===== config.mk =====
export PLATFORM = sky130hd
export DESIGN_NAME = flash_burst_rd
export DESIGN_NICKNAME = d
export VERILOG_FILES = /design/src/rtl/flash_burst_rd_pkg.sv /design/src/rtl/flash_burst_rd_addr_gen.sv /design/src/rtl/flash_burst_rd.sv
export SDC_FILE = /design/constraint.sdc
export NUM_CORES = 1
export LEC_CHECK = 0
export BUFFER_PORTS_ARGS = -buffer_cell sky130_fd_sc_hd__buf_2
export CORE_AREA = 4 4 110 112
export DETAILED_ROUTE_END_ITERATION = 7
export DIE_AREA = 0 0 114 116
export PLACE_DENSITY = 0.63
export SYNTH_ARGS = -nofsm -noshare
export SYNTH_HDL_FRONTEND = slang
export SYNTH_SLANG_ARGS = --single-unit

===== constraint.sdc =====
create_clock -name clk -period 2.73 [get_ports clk]
set_input_delay 0.1365 -clock clk [delete_from_list [all_inputs] [get_ports clk]]
set_output_delay 0.1365 -clock clk [all_outputs]
set_load 0.02 [all_outputs]

===== src/rtl/flash_burst_rd_pkg.sv =====
// flash_burst_rd_pkg: shared APB widths, flash window defaults and burst reader state encoding
package flash_burst_rd_pkg;

    localparam int P_ADDR_W = 32;
    localparam int P_DATA_W = 32;

    localparam logic [P_ADDR_W-1:0] FLASH_BASE_DEF = 32'h3000_0000;
    localparam logic [P_ADDR_W-1:0] FLASH_END_DEF  = 32'h3fff_ffff;

    localparam logic [2:0] PPROT_INSTR = 3'b100;

    typedef enum logic [1:0] {
        IDLE   = 2'd0,
        SETUP  = 2'd1,
        ACCESS = 2'd2,
        RESP   = 2'd3
    } state_t;

    function automatic logic in_window(
        input logic [P_ADDR_W-1:0] addr,
        input logic [P_ADDR_W-1:0] lo,
        input logic [P_ADDR_W-1:0] hi
    );
        return (addr >= lo) && (addr <= hi);
    endfunction

endpackage


===== src/rtl/flash_burst_rd_addr_gen.sv =====
// flash_burst_addr_gen: next beat address; wrapping bursts for len 1/3/7 when FLASH_BURST_WRAP_EN is defined
module flash_burst_addr_gen #(
    parameter int AW = 32
) (
    input  logic [AW-1:0] addr,
    input  logic [2:0]    len,
    output logic [AW-1:0] next
);

    logic [AW-1:0] inc;

    assign inc = addr + AW'(4);

`ifdef FLASH_BURST_WRAP_EN
    logic          wrap;
    logic [AW-1:0] mask;

    assign wrap = (len == 3'd1) || (len == 3'd3) || (len == 3'd7);
    // byte offset mask of the (len+1)*4 block the burst wraps inside
    assign mask = {{(AW-5){1'b0}}, len, 2'b11};
    assign next = wrap ? ((addr & ~mask) | (inc & mask)) : inc;
`else
    logic unused_len;

    assign unused_len = ^len;
    assign next       = inc;
`endif

endmodule


===== src/rtl/flash_burst_rd.sv =====
// flash_burst_rd: burst word reader turning req/rsp handshakes into APB reads toward the SPI flash bridge
// Optional wrapping bursts with FLASH_BURST_WRAP_EN (see flash_burst_addr_gen).
module flash_burst_rd
    import flash_burst_rd_pkg::*;
#(
    parameter logic [P_ADDR_W-1:0] FLASH_BASE = FLASH_BASE_DEF,
    parameter logic [P_ADDR_W-1:0] FLASH_END  = FLASH_END_DEF
) (
    input  logic                  clk,
    input  logic                  resetn,
    input  logic                  req_valid,
    output logic                  req_ready,
    input  logic [P_ADDR_W-1:0]   req_addr,
    input  logic [2:0]            req_len,
    output logic                  rsp_valid,
    input  logic                  rsp_ready,
    output logic [P_DATA_W-1:0]   rsp_data,
    output logic                  rsp_last,
    output logic                  rsp_err,
    output logic [P_ADDR_W-1:0]   out_paddr,
    output logic                  out_psel,
    output logic                  out_penable,
    output logic                  out_pwrite,
    output logic [2:0]            out_pprot,
    output logic [P_DATA_W/8-1:0] out_pstrb,
    output logic [P_DATA_W-1:0]   out_pwdata,
    input  logic                  out_pready,
    input  logic [P_DATA_W-1:0]   out_prdata,
    input  logic                  out_pslverr
);

    state_t                state_q, state_d;
    logic [P_ADDR_W-1:0]   addr_q, addr_nxt, req_aligned;
    logic [2:0]            len_q, cnt_q;
    logic [P_DATA_W-1:0]   data_q;
    logic                  last_q, err_q;
    logic                  accept, in_rng, beat_done, advance;
    logic                  unused_lsb;

    assign unused_lsb  = ^req_addr[1:0];
    assign req_aligned = {req_addr[P_ADDR_W-1:2], 2'b00};
    assign in_rng      = in_window(req_aligned, FLASH_BASE, FLASH_END);
    assign accept      = req_valid && req_ready;
    assign beat_done   = (state_q == ACCESS) && out_pready;
    assign advance     = (state_q == RESP) && rsp_ready && !last_q;

    flash_burst_addr_gen #(.AW(P_ADDR_W)) u_addr_gen (
        .addr (addr_q),
        .len  (len_q),
        .next (addr_nxt)
    );

    always_ff @(posedge clk or negedge resetn) begin
        if (!resetn)
            state_q <= IDLE;
        else
            state_q <= state_d;
    end

    always_comb begin
        state_d     = state_q;
        req_ready   = 1'b0;
        out_psel    = 1'b0;
        out_penable = 1'b0;
        rsp_valid   = 1'b0;
        case (state_q)
            IDLE: begin
                req_ready = 1'b1;
                if (req_valid)
                    state_d = in_rng ? SETUP : RESP;
            end
            SETUP: begin
                out_psel = 1'b1;
                state_d  = ACCESS;
            end
            ACCESS: begin
                out_psel    = 1'b1;
                out_penable = 1'b1;
                if (out_pready)
                    state_d = RESP;
            end
            RESP: begin
                rsp_valid = 1'b1;
                if (rsp_ready)
                    state_d = last_q ? IDLE : SETUP;
            end
            default: state_d = IDLE;
        endcase
    end

    // out-of-window requests become a single error beat without touching APB
    always_ff @(posedge clk or negedge resetn) begin
        if (!resetn) begin
            addr_q <= '0;
            len_q  <= '0;
            cnt_q  <= '0;
            data_q <= '0;
            last_q <= 1'b0;
            err_q  <= 1'b0;
        end else begin
            if (accept) begin
                addr_q <= req_aligned;
                len_q  <= req_len;
                cnt_q  <= '0;
                data_q <= '0;
                last_q <= !in_rng;
                err_q  <= !in_rng;
            end
            if (beat_done) begin
                data_q <= out_prdata;
                err_q  <= out_pslverr;
                last_q <= out_pslverr || (cnt_q == len_q);
            end
            if (advance) begin
                cnt_q  <= cnt_q + 3'd1;
                addr_q <= addr_nxt;
            end
        end
    end

    assign rsp_data   = data_q;
    assign rsp_last   = last_q;
    assign rsp_err    = err_q;
    assign out_paddr  = addr_q;
    assign out_pwrite = 1'b0;
    assign out_pprot  = PPROT_INSTR;
    assign out_pstrb  = '0;
    assign out_pwdata = '0;

endmodule


==> out/results.ini, run 1 <==
[status]
outcome = complete, no violations

[synthesis]
synth_edf_count = 0
post-synth-top-area-cell = dfrtp_1
synthMuxAreaShare_pct = 0.529
ys_types = 50
synth.top_cell.area_share_pct = 47.6
synth-seq-cells = 72
synthSimpleGateAreaFrac_pct = 17.8
ys_async_sr_fraction_pct = 100
synthTopCellsByCount = dfrtp_1, nand2_1, buf_4
yosys_warnings = 0
synth_fa_ha_area_share_pct = 1.65
syn_area_mm2 = 0.00379
synth_xor_area_share_pct = 0.925
syn-mean-instance-area_um2 = 9.76
synth-seq-area-share_pct = 47.6
yosys-top-cells-area = dfrtp_1, buf_4, a22o_1
synth_top_family_by_area = compound AO/OA/AOI/OAI gates
netlist_instances = 388
synth_most_common_cell = dfrtp_1
ys_dominant_reg_cell = dfrtp_1
synth_compound_area_share_pct = 20.2

[power]
ir_drop_v = 0.000573
finalPower_w = 0.00583
p_per_area_mw_per_mm2 = 1210
p_leak_nw = 2.39

[timing]
whs_ns = 0.0139
fin_crit_sh_pct = 78.6
finalSetupViolCount = 0
hold_violations = 0
worst_pin_slew_ns = 0.801
finClkSkew_ns = 0.00740
fmax_mhz = 466
tns_ns = 0
setup_ws_ns = 0.583
rsz0062_at_grt = no
max_slew_margin_pct = 46.6
post-route-min-period_ns = 2.15
slew_violations = 0

[cts]
htreeDepth = 3
cts_tree = built
cts_root_buf = clkbuf_16
clk_latency_ns = 0.32
cts.sinks = 72
numCtsBuffers = 9
clockBufferDepth = 2
ctsHoldBuffers = 2
post_cts_resized = 0
cts_setup_buffers = 0
path_clk_slew_ns = 0.06

[cells_and_area]
fillers = 1123
antennaDiodeCount = 0
fin_nets = 608
area_delta_synth_final_pct = 27.3
drive_above_1_share_pct = 32.2
fin_util_pct = 43.0

[worst_setup_path]
crit_arrival_ns = 2.41
worst-endpoint-required_ns = 2.99
crit_fanout = 8
end_kind = flip-flop
path_class = flip-flop to flip-flop
start_kind = flip-flop

[place]
place_ws_ns = 0.594
gp_congestion = 0.800
port_buffers = 138
dpl.hpwl_mm = 7.93

[die]
fp.dieW_um = 114
dieHeight_um = 116
core_mm2 = 0.0112
core.rowCount = 39
io_pins = 183
start_util_pct = 33.7
dieArea_mm2 = 0.0132

[grt]
grt_pass1_vias = 3372
grt_util_all_layers_pct = 16.2
grt_pass1_wl_mm = 17.3
overflow = 0
grt_max_degree = 38
antenna_found_initial = 0

[route]
detail-route-antenna-nets = 0
drc = 0
wl_mm = 10.7
wl_per_cell_um = 15.8
drt_iter0_drc = 153
via_per_inst = 5.08
dr.pass1.iters = 5
vias = 3441

[flow_run]
cap_viol_max_count = 0

[min_path]
hold_class = primary input to flip-flop

[registers in the layout, indices dropped and copies added, names as in the netlist]
register and cells:
rsp_last 1, rsp_err 1, state_q 2, len_q 3, out_paddr 30, rsp_data 32, cnt_q 3
[stage by stage]
step	cell area (um2)	cells
finish	4820	677
global route	4820	677
CTS	4820	677
detailed placement	4510	660
global placement	4510	660
floorplan	3940	428
[critical path: stages, from the launching register on]
cell	delay, ns
dfrtp_1	0.48
nand4_4	0.19
or4_4	0.62
or3_4	0.42
or3_1	0.30
nand3_1	0.08
[cell type report]
type,count,area [um2],share of cell area [%]
Multi-Input combinational cell,288,1720,35.6
Tap cell,143,179,3.71
Inverter,8,30.0,0.623
Clock inverter,5,58.8,1.22
Clock buffer,10,229,4.75
Timing Repair Buffer,151,806,16.7
Sequential cell,72,1800,37.4
[routing by layer]
metal  vias to the layer above  share of wire, %  track usage [%]
met5                         -                 0                0
met4                         0              0.83             4.35
met3                         6               9.7             5.43
met2                       153                46             25.2
met1                      1652                43             21.9
li1                       1630                 -                -
[kinds of logic (layout without fill, tap and decap cells)]
group                    after synthesis  after routing
AO/OA/AOI/OAI                        101            101
XOR/XNOR                               4              4
adder cells (fa/ha/maj)                5              5
buffers and inverters                 68            174
flip-flops                            72             72
multiplexers                           2              2
other                                  2             42
AND/OR/NAND/NOR                      134            134
[placed cells by master, fill, tap and decap left out, drive strengths merged, types with 7 or more instances in the layout]
cell and instances:
o21ai 11, nor2 29, nand3 16, a22o 32, inv 8, nand4 8
nor3 11, o22ai 8, dfrtp 72, clkbuf 10, buf 149, conb 42
a21oi 10, o211ai 7, nand2 43
[path summary, 6_finish.rpt]
check,startpoint,endpoint,slack (ns),cells past startpoint
hold reg to reg,rsp_data[4],rsp_data[4],0.49,1
hold / removal,req_len[2],len_q[2],0.01,3
min in group asynchronous,resetn,rsp_data[13],0.44,2
setup / recovery,out_paddr[5],out_paddr[24],0.58,5
setup reg to reg,out_paddr[5],out_paddr[24],0.58,5
max in group asynchronous,resetn,out_paddr[10],1.61,3
[report_power, final]
group | leakage (nW) | switching, W | internal, W | total (W)
registers | 0.884 | 0.000507 | 0.00157 | 0.00208
clock network | 0.135 | 0.000447 | 0.000703 | 0.00115
logic | 1.37 | 0.00160 | 0.000995 | 0.00260
total | 2.39 | 0.00256 | 0.00327 | 0.00583
Power figures use the tool's default switching activity.
==> run 2, diff against run 1 <==
--- a/config.mk
+++ b/config.mk
@@ -9,7 +9,7 @@
 export CORE_AREA = 4 4 110 112
 export DETAILED_ROUTE_END_ITERATION = 7
 export DIE_AREA = 0 0 114 116
-export PLACE_DENSITY = 0.63
+export PLACE_DENSITY = 0.65
 export SYNTH_ARGS = -nofsm -noshare
 export SYNTH_HDL_FRONTEND = slang
 export SYNTH_SLANG_ARGS = --single-unit
==> constraint.sdc (replaced) <==
create_clock -name clk -period 1.9 [get_ports clk]
set_input_delay 0.095 -clock clk [delete_from_list [all_inputs] [get_ports clk]]
set_output_delay 0.095 -clock clk [all_outputs]
set_load 0.02 [all_outputs]
==> run 2 against run 1 <==
Cell count is 10% higher. Non-clock buffer count is 69 higher. Design area is 16% higher. Worst hold slack worse by 0.0067 ns. Sequential power is 42% higher. Die area stayed put. First-iteration DRC count is 76% higher. Register-to-register slack worse by 0.53 ns. Power is 55% higher. Highest routed layer is now met5.
==> out/results.ini, run 2 (synthesized netlist as in run 1, its figures left out) <==
[worst_setup_path]
path_class = flip-flop to flip-flop
worst-endpoint-required_ns = 2.16
r2r_slack_ns = 0.05
end_kind = flip-flop
crit_fanout = 5
crit_arrival_ns = 2.11
start_kind = flip-flop

[timing]
fin_crit_sh_pct = 97.4
slew_violations = 0
fmax_mhz = 540
tns_ns = 0
worst_pin_slew_ns = 0.558
post-route-min-period_ns = 1.85
hold_violations = 0
finalSetupViolCount = 0
rsz0062_at_grt = yes
max_slew_margin_pct = 62.8
finClkSkew_ns = 0.00671

[power]
p_int_w = 0.00523
clockPowerShare_pct = 20.2
switchingPower_w = 0.00381
p_leak_nw = 2.74
p_sw_share_pct = 42.1
ir_drop_v = 0.000903
p_seq_share_pct = 32.7
pwr-share-comb_pct = 47.2
p_per_area_mw_per_mm2 = 1620

[cells_and_area]
fin_nets = 677
largest_reg_flops = 32
antennaDiodeCount = 0
drive_above_1_share_pct = 37.1
final_cell_mix = buf_2, dfrtp_1, nand2_1
area_delta_synth_final_pct = 47.3
layout_commonest_cell = buf_2
instances_no_fill = 746

[die]
core_mm2 = 0.0112
fp.dieW_um = 114
dieHeight_um = 116
start_util_pct = 33.7
dieArea_mm2 = 0.0132
io_pins = 183
core.rowCount = 39

[grt]
grt_use_met1_pct = 22.5
grt_pass1_wl_mm = 18.6
grt_max_degree = 37
grt-busiest-layer = met2
antenna_found_initial = 2
grt_use_met3_pct = 4.80
grt_util_all_layers_pct = 17.8
grt_pass1_vias = 3683
overflow = 0
met2_usage_pct = 29.6

[min_path]
hold_class = primary input to flip-flop

[place]
placed_cells = 686
gp_congestion = 0.865
port_buffers = 138
dpl.hpwl_mm = 8.46

[cts]
numCtsBuffers = 9
cts_root_buf = clkbuf_16
cts.sinks = 72
clockBufferDepth = 2
cts_tree = built
htreeDepth = 3
path_clk_slew_ns = 0.06
clk_latency_ns = 0.33

[route]
wl_mm = 11.7
via_per_inst = 4.93
detail-route-antenna-nets = 0
dr.pass1.iters = 5
drc = 0
wl_per_cell_um = 15.7
vias = 3679
drt_iter0_drc = 270

[flow_run]
cap_viol_max_count = 0

[status]
outcome = complete, no violations

## run 2: cell count changes in the layout (fill, tap and decap cells not counted), moves of 2 or more
cell / before / now
buf_12: 1 / 5
dfrtp_2: 0 / 11
nor3_2: 0 / 3
nor4_4: 0 / 2
dfrtp_1: 72 / 61
dlygate4sd3_1: 2 / 38
buf_4: 10 / 38
nor3_1: 11 / 8
## run 2: final cells by class
| type | count | area [um2] |
|---|---|---|
| Timing Repair Buffer | 220 | 1470 |
| Tap cell | 143 | 179 |
| Fill cell | 1050 | 5640 |
| Clock buffer | 10 | 239 |
| Inverter | 8 | 30.0 |
| Multi-Input combinational cell | 288 | 1770 |
| Clock inverter | 5 | 81.3 |
| Sequential cell | 72 | 1820 |
## run 2: path summary, 6_finish.rpt
kind                       depth (start not counted)            from       endpoint
min in group asynchronous                          2          resetn       rsp_last
max                                                5   out_paddr[11]  out_paddr[24]
min reg2reg                                        1    rsp_data[26]   rsp_data[26]
max in group asynchronous                          3          resetn  out_paddr[28]
min                                                2  out_prdata[17]   rsp_data[17]
max reg2reg                                        5   out_paddr[11]  out_paddr[24]
## run 2: per-layer routing
metal  wire length [um]  part of all wire (%)
met1               4820                    41
met2               5660                    48
met3               1020                   8.7
met4                185                   1.6
met5                 26                  0.22
## run 2: worst max-delay path: stages (launching register included)
cell	delay (ns)
dfrtp_2	0.35
nand4_1	0.14
or4_4	0.56
or3_4	0.36
or3_1	0.31
nand3_1	0.09
## run 2: power groups by stage
| stage | registers, W | clock network (W) | logic (W) |
|---|---|---|---|
| 2_1_floorplan | 0.00367 | 0 | 0.00180 |
| 3_3_place_gp | 0.00292 | 0 | 0.00409 |
| 3_5_place_dp | 0.00293 | 0 | 0.00416 |
| 4_1_cts | 0.00295 | 0.00187 | 0.00422 |
| 5_1_grt | 0.00306 | 0.00193 | 0.00468 |
| 6_report | 0.00295 | 0.00182 | 0.00427 |
## run 2: through the flow
stage	power (W)	utilization, %	setup slack, ns	hold WS [ns]	instance area (um2)
floorplan	0.00546	-	-0.153	-0.201	3960
global placement	0.00702	42.6	-0.00231	0.0863	4780
detailed placement	0.00710	42.6	-0.00949	0.0957	4780
CTS	0.00904	48.9	0.00678	0.000482	5480
global route	0.00967	49.7	-0.0357	0.00352	5580
finish	0.00904	49.7	0.0495	0.00718	5580
## run 2: timing repair
item	in CTS	in global routing
resized for setup	1	8
hold buffers	37	1
setup buffers	1	7
endpoints found under the hold margin	53	1
pin swaps	3	6
endpoints found under the setup margin	1	15
==> run 3, diff against run 2 <==
--- a/config.mk
+++ b/config.mk
@@ -9,7 +9,7 @@
 export CORE_AREA = 4 4 110 112
 export DETAILED_ROUTE_END_ITERATION = 7
 export DIE_AREA = 0 0 114 116
-export PLACE_DENSITY = 0.65
+export PLACE_DENSITY = 0.71
 export SYNTH_ARGS = -nofsm -noshare
 export SYNTH_HDL_FRONTEND = slang
 export SYNTH_SLANG_ARGS = --single-unit
==> run 3 against run 2 <==
Worst hold slack gained 0.0093 ns. Power rose by 1.9%. Cell count unchanged. Sequential share of layout area about the same. Die area unchanged. Core utilization barely moved. Clock-buffer cell count down 1. Combinational power is 1% higher. Via count grew 3.3%. Wire length grew 4.1%.
==> out/results.ini, run 3 (synthesized netlist as in run 1, its figures left out) <==
[timing]
fmax_mhz = 538
post-route-min-period_ns = 1.86
hold_violations = 0
fin_crit_sh_pct = 97.8
rsz0062_at_grt = yes
slew_violations = 0
setup_ws_ns = 0.0413
finalSetupViolCount = 0
finClkSkew_ns = 0.00736

[grt]
overflow = 0
grt_pass1_wl_mm = 19.3
grt_util_all_layers_pct = 18.4
antenna_found_initial = 0
grt_pass1_vias = 3829
grt_max_degree = 37

[cells_and_area]
multi_input_area_mm2 = 0.00177
final_cell_mix = buf_2, dfrtp_1, nand2_1
design_area_mm2 = 0.00558
area_delta_synth_final_pct = 47.4
layout_commonest_cell = buf_2
fillers = 1004
antennaDiodeCount = 0
ff_latch_area_mm2 = 0.00182
largest_reg_flops = 32
fin_nets = 676
drive_above_1_share_pct = 36.8

[cts]
path_clk_slew_ns = 0.06
clk_latency_ns = 0.33
cts.sinks = 72
clockBufferDepth = 2
htreeDepth = 3
cts_tree = built
cts_root_buf = clkbuf_16
numCtsBuffers = 9

[place]
place_ws_ns = -0.0274
dpl.hpwl_mm = 8.48
port_buffers = 138
gp_congestion = 0.880
dpl_cell_area_mm2 = 0.00475

[route]
detail-route-antenna-nets = 0
via_per_inst = 5.09
vias = 3800
drc = 0
dr.pass1.iters = 4
wl_mm = 12.2
wl_per_cell_um = 16.4
drt_iter0_drc = 200

[worst_setup_path]
r2r_end = out_paddr[24]
r2r_start = out_paddr[13]
crit_fanout = 5
end_kind = flip-flop
r2r_slack_ns = 0.04
reg2regPathDepth = 5
path_class = flip-flop to flip-flop
start_kind = flip-flop
worst-endpoint-required_ns = 2.16
crit_arrival_ns = 2.12

[die]
core.rowCount = 39
io_pins = 183
dieArea_mm2 = 0.0132
core_mm2 = 0.0112
fp.dieW_um = 114
dieHeight_um = 116
start_util_pct = 33.7

[min_path]
min_path_cells = 3
worstHoldStart = req_addr[9]
hold_class = primary input to flip-flop
whs_endpoint = out_paddr[9]

[power]
p_per_area_mw_per_mm2 = 1650
ir_drop_v = 0.000922
p_leak_nw = 2.74

[flow_run]
cap_viol_max_count = 0

[status]
outcome = complete, no violations

[run 3: routing by layer]
layer,up-vias,track usage (%),part of all wire (%)
met5,-,0,0
met4,0,5.30,1.6
met3,19,6.32,9.9
met2,187,30.3,48
met1,1821,23.0,41
li1,1773,-,-
[run 3: timing repair]
action	4_1_cts	5_1_grt
pin swaps	3	4
cloned	0	1
buffers inserted	2	2
setup endpoints to repair	3	13
endpoints found under the hold margin	111	0
hold buffers	40	0
gates resized for setup	3	6
[run 3: worst max-delay path by stage]
stage	startpoint	cells past startpoint	end
floorplan	out_paddr[12]	6	out_paddr[24]
global placement	out_paddr[13]	5	out_paddr[24]
detailed placement	out_paddr[13]	5	out_paddr[24]
CTS	out_paddr[11]	5	out_paddr[24]
global route	out_paddr[11]	5	out_paddr[24]
finish	out_paddr[13]	5	out_paddr[24]
[run 3: area by class of cell]
class	instances	area share (%)
inverters	8	0.538
well taps	143	3.20
multi-input cells	288	31.8
clock inverters	7	2.15
flip-flops and latches	72	32.5
repair buffers	219	25.8
clock buffers	9	4.03
[run 3: worst max-delay path: stages, from the launching register on]
cell and delay [ns]:
dfrtp_2 0.35, nand4_1 0.14, or4_4 0.56, or3_4 0.35
or3_1 0.31, nand3_1 0.08
[run 3: report_power, final]
part / internal, W / switching, W
Sequential: 0.00228 / 0.000675
Clock: 0.00128 / 0.000651
Combinational: 0.00178 / 0.00254
Total: 0.00534 / 0.00387
[run 3: through the flow]
step / power, W / TNS (ns) / util [%] / cells / hold WS, ns
floorplan: 0.00546 / -0.316 / - / 428 / -0.201
global placement: 0.00700 / -0.0228 / 42.4 / 686 / 0.159
detailed placement: 0.00711 / -0.0274 / 42.4 / 686 / 0.176
CTS: 0.00918 / -0.0122 / 49.3 / 744 / 0.00140
global route: 0.00983 / -0.0794 / 49.8 / 746 / 0.0149
finish: 0.00921 / 0 / 49.8 / 746 / 0.0165
